### config.mk
export PLATFORM = sky130hd
export DESIGN_NAME = collatz_stats
export DESIGN_NICKNAME = d
export VERILOG_FILES = /design/src/rtl/collatz_pkg.sv /design/src/rtl/collatz_acc.sv /design/src/rtl/collatz_stats.sv
export SDC_FILE = /design/constraint.sdc
export NUM_CORES = 1
export LEC_CHECK = 0
export BUFFER_PORTS_ARGS = -buffer_cell sky130_fd_sc_hd__clkbuf_2
export CORE_MARGIN = 8
export CORE_UTILIZATION = 52
export CTS_CLUSTER_DIAMETER = 120
export DETAILED_ROUTE_END_ITERATION = 6
export PLACE_DENSITY_LB_ADDON = 0.12
export SYNTH_ARGS = -nofsm -noshare
export SYNTH_HDL_FRONTEND = slang
export SYNTH_HIERARCHICAL = 1
export SYNTH_SLANG_ARGS = --single-unit
### constraint.sdc
create_clock -name clk -period 2.7 [get_ports clk]
set_clock_uncertainty 0.05 [all_clocks]
set_input_delay 0.135 -clock clk [delete_from_list [all_inputs] [get_ports clk]]
set_output_delay 0.135 -clock clk [all_outputs]
set_load 0.03 [all_outputs]
### src/rtl/collatz_pkg.sv
// Shared widths, state encoding and result record for the Collatz statistics block.
package collatz_pkg;

  localparam int SEED_W = 16;
  localparam int K_W    = 20;
  localparam int STEP_W = 12;

  // Smallest odd iterate whose 3k+1 no longer fits in K_W bits.
  localparam logic [K_W-1:0] OVF_LIMIT = K_W'((2**K_W - 1) / 3);

  typedef enum logic [1:0] {
    ST_IDLE  = 2'd0,
    ST_TRACK = 2'd1,
    ST_HOLD  = 2'd2
  } state_e;

  typedef struct packed {
    logic [SEED_W-1:0] seed;
    logic [STEP_W-1:0] steps;
    logic [K_W-1:0]    peak;
    logic              sat;
    logic              ovf;
  } res_t;

endpackage

### src/rtl/collatz_acc.sv
// Step/peak/flag accumulator for one Collatz sequence; clear has priority over update.
module collatz_acc
  import collatz_pkg::*;
(
  input  logic              clk,
  input  logic              rst_n,
  input  logic              clr,
  input  logic              upd,
  input  logic [SEED_W-1:0] seed,
  input  logic [K_W-1:0]    k,
  output logic [STEP_W-1:0] steps,
  output logic [K_W-1:0]    peak,
  output logic              sat,
  output logic              ovf
);

  logic [STEP_W-1:0] steps_q, steps_d;
  logic [K_W-1:0]    peak_q, peak_d;
  logic              sat_q, sat_d;
  logic              ovf_q, ovf_d;

  always_comb begin
    steps_d = steps_q;
    peak_d  = peak_q;
    sat_d   = sat_q;
    ovf_d   = ovf_q;
    if (clr) begin
      steps_d = '0;
      peak_d  = K_W'(seed);
      sat_d   = 1'b0;
      ovf_d   = 1'b0;
    end else if (upd) begin
      // The counter holds at all-ones; a strobe arriving there marks saturation.
      if (&steps_q) begin
        sat_d = 1'b1;
      end else begin
        steps_d = steps_q + STEP_W'(1);
      end
      if (k > peak_q) begin
        peak_d = k;
      end
      if (k[0] && (k >= OVF_LIMIT)) begin
        ovf_d = 1'b1;
      end
    end
  end

  always_ff @(posedge clk) begin
    if (!rst_n) begin
      steps_q <= '0;
      peak_q  <= '0;
      sat_q   <= 1'b0;
      ovf_q   <= 1'b0;
    end else begin
      steps_q <= steps_d;
      peak_q  <= peak_d;
      sat_q   <= sat_d;
      ovf_q   <= ovf_d;
    end
  end

  assign steps = steps_q;
  assign peak  = peak_q;
  assign sat   = sat_q;
  assign ovf   = ovf_q;

endmodule

### src/rtl/collatz_stats.sv
// Tracks a running Collatz sequence and presents one result record per sequence
// over a valid/ready handshake; a start accepted with the handshake restarts with no bubble.
module collatz_stats
  import collatz_pkg::*;
(
  input  logic              clk,
  input  logic              rst_n,
  input  logic              st,
  input  logic [SEED_W-1:0] co,
  input  logic [K_W-1:0]    k,
  input  logic              k_valid,
  input  logic              seq_done,
  output logic              busy,
  output logic              res_valid,
  input  logic              res_ready,
  output logic [SEED_W-1:0] res_seed,
  output logic [STEP_W-1:0] res_steps,
  output logic [K_W-1:0]    res_peak,
  output logic              res_sat,
  output logic              res_ovf
);

  state_e            state_q, state_d;
  logic [SEED_W-1:0] seed_q, seed_d;
  logic              acc_clr;
  logic              acc_upd;
  res_t              res;

  always_comb begin
    state_d = state_q;
    seed_d  = seed_q;
    acc_clr = 1'b0;
    acc_upd = 1'b0;
    unique case (state_q)
      ST_IDLE: begin
        if (st) begin
          state_d = ST_TRACK;
          seed_d  = co;
          acc_clr = 1'b1;
        end
      end
      ST_TRACK: begin
        acc_upd = k_valid;
        if (seq_done) begin
          state_d = ST_HOLD;
        end
      end
      ST_HOLD: begin
        // Starts are only honoured together with the handshake so a pending record is never lost.
        if (res_ready) begin
          if (st) begin
            state_d = ST_TRACK;
            seed_d  = co;
            acc_clr = 1'b1;
          end else begin
            state_d = ST_IDLE;
          end
        end
      end
      default: state_d = ST_IDLE;
    endcase
  end

  always_ff @(posedge clk) begin
    if (!rst_n) begin
      state_q <= ST_IDLE;
      seed_q  <= '0;
    end else begin
      state_q <= state_d;
      seed_q  <= seed_d;
    end
  end

  collatz_acc u_acc (
    .clk   (clk),
    .rst_n (rst_n),
    .clr   (acc_clr),
    .upd   (acc_upd),
    .seed  (co),
    .k     (k),
    .steps (res.steps),
    .peak  (res.peak),
    .sat   (res.sat),
    .ovf   (res.ovf)
  );

  assign res.seed  = seed_q;
  assign busy      = (state_q == ST_TRACK);
  assign res_valid = (state_q == ST_HOLD);
  assign res_seed  = res.seed;
  assign res_steps = res.steps;
  assign res_peak  = res.peak;
  assign res_sat   = res.sat;
  assign res_ovf   = res.ovf;

endmodule

Word-level counts from Yosys, hierarchy flattened. Index checks and enable logic that the tools add are counted.

Bits in registers: 52. Logic and storage cells: 46. Input port bits: 42. Output and inout port bits: 52.

Mux-type cells: 15. Order comparisons: 2. Reduce and logical (&&, ||, !) cells: 14. Bitwise gates (word level): 2. Add/subtract/negate cells: 1. Eq/ne operators: 5.

Operators with widths (number): 2-to-1 mux 16 bit (5); one-hot mux 16 bit (2 select lines) (1); greater-or-equal comparator 20 x 19 -> 1 bit (second input constant) (1); greater-than comparator 20 bit (1); AND reduction 13 bit (1); adder 12 x 1 -> 12 bit (second input constant) (1); AND reduction 12 bit (1); AND reduction 2 bit (5); 2-to-1 mux 2 bit (3); one-hot mux 2 bit (3 select lines) (1); nonzero test 2 bit (3); 2-to-1 mux 1 bit (4); != test 2 bit (second input constant) (2); AND reduction 3 bit (1); equality test 2 x 1 -> 1 bit (second input constant) (1); equality test 2 bit (second input constant) (1); zero test 2 bit (1); != test 2 x 1 -> 1 bit (second input constant) (1); inverter 1 bit (2); one-hot mux 1 bit (2 select lines) (1); OR reduction 2 bit (1); logical AND 1 bit (1).

Depth between registers and ports, before layout. Gate-level depths: netlist of the first run.

Word-level depth: 5. Gate-level depth with buffers: 10. Gate-level depth less buffers: 8.

By module. The synthesis of the first run kept the hierarchy.

Modules (own cells, without submodules): collatz_acc (sequential area each 680.7 um2, area an instance 2468.6 um2, times used 1, cells each 335); collatz_stats (sequential area each 360.3 um2, area an instance 768.2 um2, times used 1, cells each 83).

Worst setup path before layout of the first run. OpenSTA, ideal clock, no wires.

Path kind: reg-to-reg. Start: register u_acc.peak_q[17], in the netlist u_acc/peak[17]. End: register u_acc.peak_q[12], in the netlist u_acc/peak[12]. Setup time: 116 ps. Setup slack: 30 ps. Data required time: 2534 ps. Path buffers: 1. Clock period less this slack: 2670 ps. Arrival time: 2504 ps. Stages on the path, launching flop included: 10. Cell sequence: dfxtp_1 > inv_1 > ha_1 > a21o_1 > a21o_1 > a221o_1 > a211o_1 > buf_2 > or4_1 > and4_1.

Cells in the longest elaborated chain, start to end: 3.

Ends and longest elaborated chain: start: declaration (RTL line collatz_acc.sv:18) `logic [K_W-1:0] peak_q, peak_d;`; start signal: assignment (RTL line collatz_acc.sv:56) `peak_q <= peak_d;`; greater-than comparator 20 bit (RTL line collatz_acc.sv:39) `if (k > peak_q) begin`; nonzero test 2 bit (no source line); AND reduction 2 bit (no source line).

No other way between the ends. A chain may end at the register's enable or synchronous reset.

Worst setup path in the final report of the first run.
Start: register u_acc.peak_q[17], in the netlist u_acc/peak[17]. End: register u_acc.peak_q[15], in the netlist u_acc/peak[15].

The elaborated chain is that of the path after synthesis.

==> results of run 1 <==
-- flip-flops by register name, indices dropped and copies added (netlist names) --
register and count:
u_acc/peak 20, res_seed 16, u_acc/sat 1, u_acc/steps 12, state_q 2, u_acc/ovf 1
-- timing repair --
action	in CTS	in global routing
gates resized for setup	0	5
setup buffers	0	0
endpoints found under the setup margin	0	16
-- stage by stage --
stage               setup slack (ns)  utilization, %  TNS [ns]
CTS                           0.0919            65.9         0
finish                         0.135            66.1         0
floorplan                     0.0299               -         0
detailed placement            0.0971            63.7         0
global route                -0.00874            66.1   -0.0191
global placement               0.185            63.7         0
-- routing by layer --
layer	global-route usage, %	up-vias
li1	-	1645
met1	25.9	1478
met4	5.33	0
met5	0	-
met2	33.1	103
met3	5.71	10
-- final timing paths --
kind | cells past startpoint | slack [ns] | end | start
max | 9 | 0.14 | u_acc/peak[15] | u_acc/peak[17]
max reg2reg | 9 | 0.14 | u_acc/peak[15] | u_acc/peak[17]
min reg2reg | 2 | 0.41 | res_seed[15] | res_seed[15]
min | 3 | 0.01 | res_seed[11] | co[11]
-- kinds of logic (layout without fill, tap and decap cells) --
kind of cell,Yosys count,count (layout),synth area share (%)
AND/OR/NAND/NOR,203,203,32.2
AO/OA/AOI/OAI,64,64,13.1
flip-flops,52,52,32.2
buffers and inverters,52,136,6.69
adder cells (fa/ha/maj),21,21,8.12
multiplexers,17,17,5.26
XOR/XNOR,9,9,2.44
-- worst min-delay path, stage by stage --
cell	delay [ns]
sky130_fd_sc_hd__clkbuf_2	0.09
sky130_fd_sc_hd__nand2_1	0.05
sky130_fd_sc_hd__mux2i_1	0.06
-- placed cells by master (no fill, tap or decap), drive strengths merged, types with 6 or more instances in the layout --
cell,Yosys,final
and4,17,17
nor3,37,37
nor2,33,33
mux2i,17,17
a21oi,19,19
inv,25,25
o21ai,12,12
nand2,72,72
ha,21,21
or4,16,16
dfxtp,52,52
o31ai,16,16
clkbuf,21,98
buf,6,11
nand3,6,6
-- cell type report --
type	instances	area share (%)
clock inverter	2	1.53
timing repair buffer	104	14.9
inverter	25	2.38
multi-input combinational	314	50.5
clock buffer	5	1.75
sequential	52	26.6
tap	75	2.38
-- report_power, final --
part | switching, W | internal, W | total (W) | leakage [nW]
clock | 0.000265 | 0.000365 | 0.000630 | 0.0642
combinational | 0.000324 | 0.000195 | 0.000520 | 1.20
sequential | 0.0000347 | 0.000811 | 0.000846 | 0.426
==> results by stage, run 1 <==
Outcome:
- The flow ran to the end, and the final reports show no timing, DRC or antenna violations.

Clock network:
- The number of buffers inserted during clock tree synthesis is 5.
- The clock passes through at most 2 buffers.
- The H-tree generated during clock tree synthesis spans 2 levels.
- The clock tree from TritonCTS is done.
- For the worst-skew pair, the clock arrives at the later sink with an insertion delay of 0.31 ns.
- The clock net sink count is 52.
- The number of hold buffers added after cts is 0.
- Clock-pin slew was measured on the worst setup and hold paths at 0.10 ns.
- The root cell of the clock tree is sky130_fd_sc_hd__clkbuf_8.

STA:
- The worst path uses 95.0% of the clock period.
- The worst slew slack as a fraction of its limit is 55.9%.
- The final number of max-transition violations is 0.
- Hold timing on the final database bottoms out at a slack of 0.0129 ns.
- The final number of hold-violating endpoints is 0.
- The fmax is 0.390 GHz.
- For the pin with the worst max-slew slack, the measured transition is 0.661 ns.
- Setup violations remaining at the end of the flow were counted as 0.
- The time the worst path needs with I/O delays and setup is 2.56 ns.

Cells and area:
- The number of filler cells placed in the layout is 541.
- The count of nets after finishing is 565.
- Compared with the post-synthesis result, the final layout area differs by 21.6%.
- The repair_antennas step left the layout with diodes totalling 0.
- The area taken by flip-flops and latches is 0.00105 sq mm.
- The ratio of cells with drive above 1 in the final layout is 23.9%.
- The count of cells in the finished layout, fillers not included, comes to 577.
- After routing the design area is 0.00394 sq mm.
- The multi-input combinational cells in the finished layout cover a total of 0.00199 sq mm.

Power:
- Overall power consumption after layout is estimated at 0.00200 W.
- The leakage component of the power is 1.69 nW.
- IR analysis of the VDD net gives a maximum drop of 315 uV.
- For this design the ratio of total power to cell area is 507 mW/mm^2.

Floorplan:
- Measured along the y axis, the die boundary spans 94.9 um.
- The die area is 0.00901 sq mm.
- The region available for standard cell placement spans 0.00596 sq mm.
- For this configuration, the core starts out at a cell density of 54.3%.
- In this run the horizontal extent of the chip is 94.9 um.
- 94 I/O pins were placed.
- The initialized floorplan defines 28 standard-cell rows.

Flow run:
- The max-capacitance violation count is 0.

Route:
- In the final routing, the length of wire on met1 measures 4.11 mm.
- The number of detailed-routing iterations run before antenna repair is 4.
- The mean routed wirelength per cell is 15.8 um.
- The via-per-instance ratio is 5.61.
- The via count is 3236.
- After the first detailed-routing iteration, the DRC count stood at 200.
- The top layer reached by signal wires is met4.
- The met2 wire length is 4.18 mm.
- The DRC violation count after routing is 0.
- The amount of wire on met3 after detailed routing is 676 um.
- The routed wire length is 9.09 mm.
- The count of nets left with antenna violations once routing finished came out at 0.

Logic synthesis:
- After technology mapping, the gate count stands at 418.
- The commonest cells after synthesis are sky130_fd_sc_hd__nand2_1 (72), sky130_fd_sc_hd__dfxtp_1 (52), sky130_fd_sc_hd__nor3_1 (37), sky130_fd_sc_hd__nor2_1 (33), sky130_fd_sc_hd__inv_1 (25).
- The average cell area after synthesis is 7.74 sq um.
- After synthesis, the share of flip-flops with an asynchronous set or reset is 0%.
- The mapped netlist covers 0.00324 sq mm.
- The number of nets handed over by synthesis was 481.
- The number of synthesized flops with an enable pin is 0.
- In the post-synthesis netlist, the biggest area contributors are sky130_fd_sc_hd__dfxtp_1 (32%), sky130_fd_sc_hd__nand2_1 (8.3%), sky130_fd_sc_hd__ha_1 (8.1%).
- In the synthesized netlist the dominant register cell turns out to be sky130_fd_sc_hd__dfxtp_1.
- The fraction of the yosys area taken by sequential cells is 32.2%.
- Synthesis inferred 52 register bits.
- In the post-synthesis netlist, the cell with the most instances is sky130_fd_sc_hd__nand2_1.
- The number of warnings issued by yosys is 6.
- The netlist uses 43 different library cells.
- The share of synthesized area in the top cell type comes to 32.2%.
- The largest total area in the synthesized netlist belongs to sky130_fd_sc_hd__dfxtp_1.

Place:
- After detailed placement, the design holds a cell count of 570.
- Detailed placement finished with a half-perimeter wire length of 6.90 mm.
- Buffers placed on the I/O ports in this run total 93.
- Routability-driven placement finished with a final weighted congestion of 0.831.
- After detailed placement, the total cell area comes to 0.00379 sq mm.

Worst setup path:
- The category of the most critical setup path is reg2reg.
- The largest single stage delay on the critical path is 0.40 ns.
- Data on the critical path is required at its endpoint by 2.85 ns.
- Counting both buffers and inverters, the worst setup path holds a total of 2.
- STA puts the critical path data arrival time at 2.72 ns.
- Walking the worst path, the cells encountered are inv_1 -> ha_1 -> a21o_1 -> a21o_1 -> a221o_1 -> a211o_1 -> buf_12 -> or4_1 -> and4_1.
- Of all nets on the critical path, the largest fanout is 32.
- In this design, the critical path's most frequently occurring cell is sky130_fd_sc_hd__a21o_1.
- The type of destination of the critical path is a flip-flop.
- On the critical path, the stage with the largest delay is an instance of sky130_fd_sc_hd__or4_1.
- The startpoint class of the critical path is a flip-flop.
- The family of cells with the greatest summed delay on the critical path is compound AO/OA/AOI/OAI gates.

Hold path:
- The class of the tightest hold or removal check is in2reg.

Global route:
- The first-pass GRT wire length is 14.9 mm.
- After global routing the overflow that remains totals 0.
- The initial antenna violation count was 0.
- Global routing used 20.4% of the available tracks across all layers.
- The via count of the first global-routing pass is 3113.
- Entering global routing, the biggest net connects 42 pins.
Power figures use the tool's default switching activity.
==> inputs of run 2 (changes only) <==
--- a/config.mk
+++ b/config.mk
@@ -7,7 +7,7 @@
 export LEC_CHECK = 0
 export BUFFER_PORTS_ARGS = -buffer_cell sky130_fd_sc_hd__clkbuf_2
 export CORE_MARGIN = 8
-export CORE_UTILIZATION = 52
+export CORE_UTILIZATION = 56
 export CTS_CLUSTER_DIAMETER = 120
 export DETAILED_ROUTE_END_ITERATION = 6
 export PLACE_DENSITY_LB_ADDON = 0.12
==> constraint.sdc (replaced) <==
create_clock -name clk -period 3.1 [get_ports clk]
set_clock_uncertainty 0.05 [all_clocks]
set_input_delay 0.155 -clock clk [delete_from_list [all_inputs] [get_ports clk]]
set_output_delay 0.155 -clock clk [all_outputs]
set_load 0.03 [all_outputs]
==> run 2 against run 1 <==
Compared with the run above: design area down 2.7%; combinational power is 15% lower; worst hold slack better by 0.019 ns; highest routed layer unchanged; maximum frequency fell by 11%; cell count fell by 0.69%.
==> results by stage, run 2 (synthesis gave the netlist of run 1 again) <==
Outcome:
- The run finished with clean final reports.

Worst setup path:
- The critical path runs through a total of 8 cells.
- The family of cells with the greatest summed delay on the critical path is compound AO/OA/AOI/OAI gates.
- The delay of the slowest cell on the worst path is 0.58 ns.
- The end point of the critical path is u_acc/peak[14].
- Traced cell by cell, the critical path runs through inv_1 -> ha_1 -> a21o_1 -> a21o_1 -> a221o_1 -> a211o_1 -> or4_1 -> and4_1.
- The slowest stage of the critical path is the sky130_fd_sc_hd__a211o_1 cell.
- Counting stages on the worst path, the most repeated cell is sky130_fd_sc_hd__a21o_1.
- The number of cells on the worst reg-to-reg path is 8.
- The highest fanout seen on the critical path is 32.
- The start of the worst register-to-register path is u_acc/peak[17].
- For the worst setup path, the data required time is 3.26 ns.
- STA classifies the critical path endpoint as a flip-flop.
- STA classifies the critical path startpoint as a flip-flop.
- The sum of buffers and inverters on the critical path is 1.
- The source of the critical timing path is u_acc/peak[17].
- The worst setup slack for register-to-register paths is 0.23 ns.
- The critical path in this run is classified as reg2reg.
- The worst flop-to-flop path endpoint is u_acc/peak[14].
- The data arrival time at the worst-slack endpoint is 3.03 ns.

Cells and area:
- The ratio of cells with drive above 1 in the final layout is 22.8%.
- Cells fill 69.2% of the core in the end.
- The register with the most flip-flops in the layout has 20 of them.
- The filler cells instantiated in the layout total 492.
- For this run, the post-layout net count is 563.
- The library cells used most frequently in the layout, excluding fill and tap cells, are sky130_fd_sc_hd__clkbuf_2 (93), sky130_fd_sc_hd__nand2_1 (72), sky130_fd_sc_hd__dfxtp_1 (52).
- The area added between synthesis and finish is 18.4%.
- The library cell used most frequently in the layout, excluding fill and tap cells, is sky130_fd_sc_hd__clkbuf_2.
- The number of antenna diodes in the final layout is 0.

Route:
- The count of nets left with antenna violations once routing finished came out at 0.
- In the final routed layout, each cell accounts on average for 15.8 um.
- The number of detailed-routing iterations run before antenna repair is 4.
- The first-iteration detailed-routing DRC count is 222.
- The routed wire length is 9.04 mm.
- The routed layout has 3223 vias.
- The DRC violation count after routing is 0.
- In the routed layout, each cell is associated on average with a via count of 5.62.

Hold path:
- The class of the tightest hold or removal check is in2reg.

Global route:
- The total global routing overflow is 0.
- The via count of the first global-routing pass is 3064.
- Across every metal layer, demand over resource in global routing totals 21.1%.
- The initial antenna violation count is 0.
- Entering global routing, the biggest net connects 52 pins.
- The first-pass GRT wire length is 14.9 mm.

Floorplan:
- The die outline width is 92.0 um.
- The core box area is 0.00554 sq mm.
- The die covers 0.00847 sq mm.
- In this run the count of I/O pins placed on the die edge is 94.
- The number of rows in the core area is 27.
- The effective utilization at floorplan is 58.4%.
- In this run the vertical extent of the chip is 92.0 um.

STA:
- The measured slew at the worst slew-check pin is 0.958 ns.
- Setup repair after global routing left no endpoint under its margin.
- The final clock period utilization by the worst path is 92.5%.
- The final number of max-transition violations is 0.
- The time the worst path needs with I/O delays and setup is 2.87 ns.
- Measured against its own limit, the worst slew margin works out to 36.2%.
- Final hold analysis gives a worst-case slack of 0.0320 ns.
- The fmax is 0.349 GHz.
- The final-layout setup total negative slack is 0 ns.
- The setup violation total in the final timing report is 0.
- The final number of hold-violating endpoints is 0.

Clock network:
- Clock tree synthesis selected as its root buffer the cell sky130_fd_sc_hd__clkbuf_8.
- The clock-pin slew of the registers on the worst-case setup and hold paths is 0.09 ns.
- The clock net sink count is 52.
- The clock tree from TritonCTS is done.
- Buffers inserted to repair hold after CTS numbered 0.
- The clock network latency to the later pin of the worst-skew pair is 0.31 ns.
- In this run the post-CTS setup repair buffer count came out at 0.
- The H-tree was split into 2 levels.
- Clock tree synthesis inserted a total of 5 buffers.
- The longest clock path from root to sink contains 2 buffers.
- The count of cells resized by post-cts repair is 0.

Power:
- Dividing total power by cell area gives a power density of 416 mW/mm^2.
- For this design the static power due to leakage is 1.63 nW.
- The largest vdd supply drop is 290 uV.

Place:
- The routability congestion estimate is 0.840.
- The HPWL after detailed placement is 6.78 mm.
- The port buffer count is 93.

Flow run:
- Max-cap violations in this run came to 0.
[run 2: tightest hold or removal path, cell delays in order]
cell and delay [ns]:
sky130_fd_sc_hd__clkbuf_2 0.09, sky130_fd_sc_hd__nand2_1 0.05, sky130_fd_sc_hd__mux2i_1 0.06
[run 2: how the worst min path moves through the flow]
stage	to	cells after the start	startpoint
after floorplan	res_seed[0]	2	co[0]
after global placement	res_seed[10]	3	co[10]
after detailed placement	res_seed[8]	3	co[8]
after CTS	res_seed[8]	3	co[8]
after global routing	res_seed[0]	3	co[0]
final	res_seed[8]	3	co[8]
[run 2: final cells by class]
type | count | area (sq um) | share of cell area, %
multi-input cells | 314 | 1980 | 51.7
flip-flops and latches | 52 | 1040 | 27.2
well taps | 72 | 90.1 | 2.35
clock buffers | 7 | 86.3 | 2.25
inverters | 25 | 93.8 | 2.45
repair buffers | 102 | 533 | 13.9
clock inverters | 1 | 7.51 | 0.196
[run 2: power by group]
group          switching (W)  total (W)  internal [W]
Sequential         0.0000304   0.000736      0.000706
Clock               0.000236   0.000419      0.000182
Combinational       0.000281   0.000440      0.000160
Total               0.000547    0.00160       0.00105
[run 2: metrics by stage]
step	std cells	instance area (sq um)	total power, W	setup slack, ns
4_1_cts	573	3830	0.00160	0.274
3_5_place_dp	565	3740	0.00119	0.295
3_3_place_gp	565	3740	0.00118	0.366
5_1_grt	573	3830	0.00168	0.0949
2_1_floorplan	418	3240	0.00105	0.430
6_report	573	3830	0.00160	0.232
[run 2: layer usage]
metal  global-route usage [%]  up-vias  routed length [um]
met2                     32.2      108                3950
li1                         -     1647                   -
met5                        0        -                   0
met3                     6.85       13                 802
met1                     27.5     1455                4130
met4                     6.44        0                 153
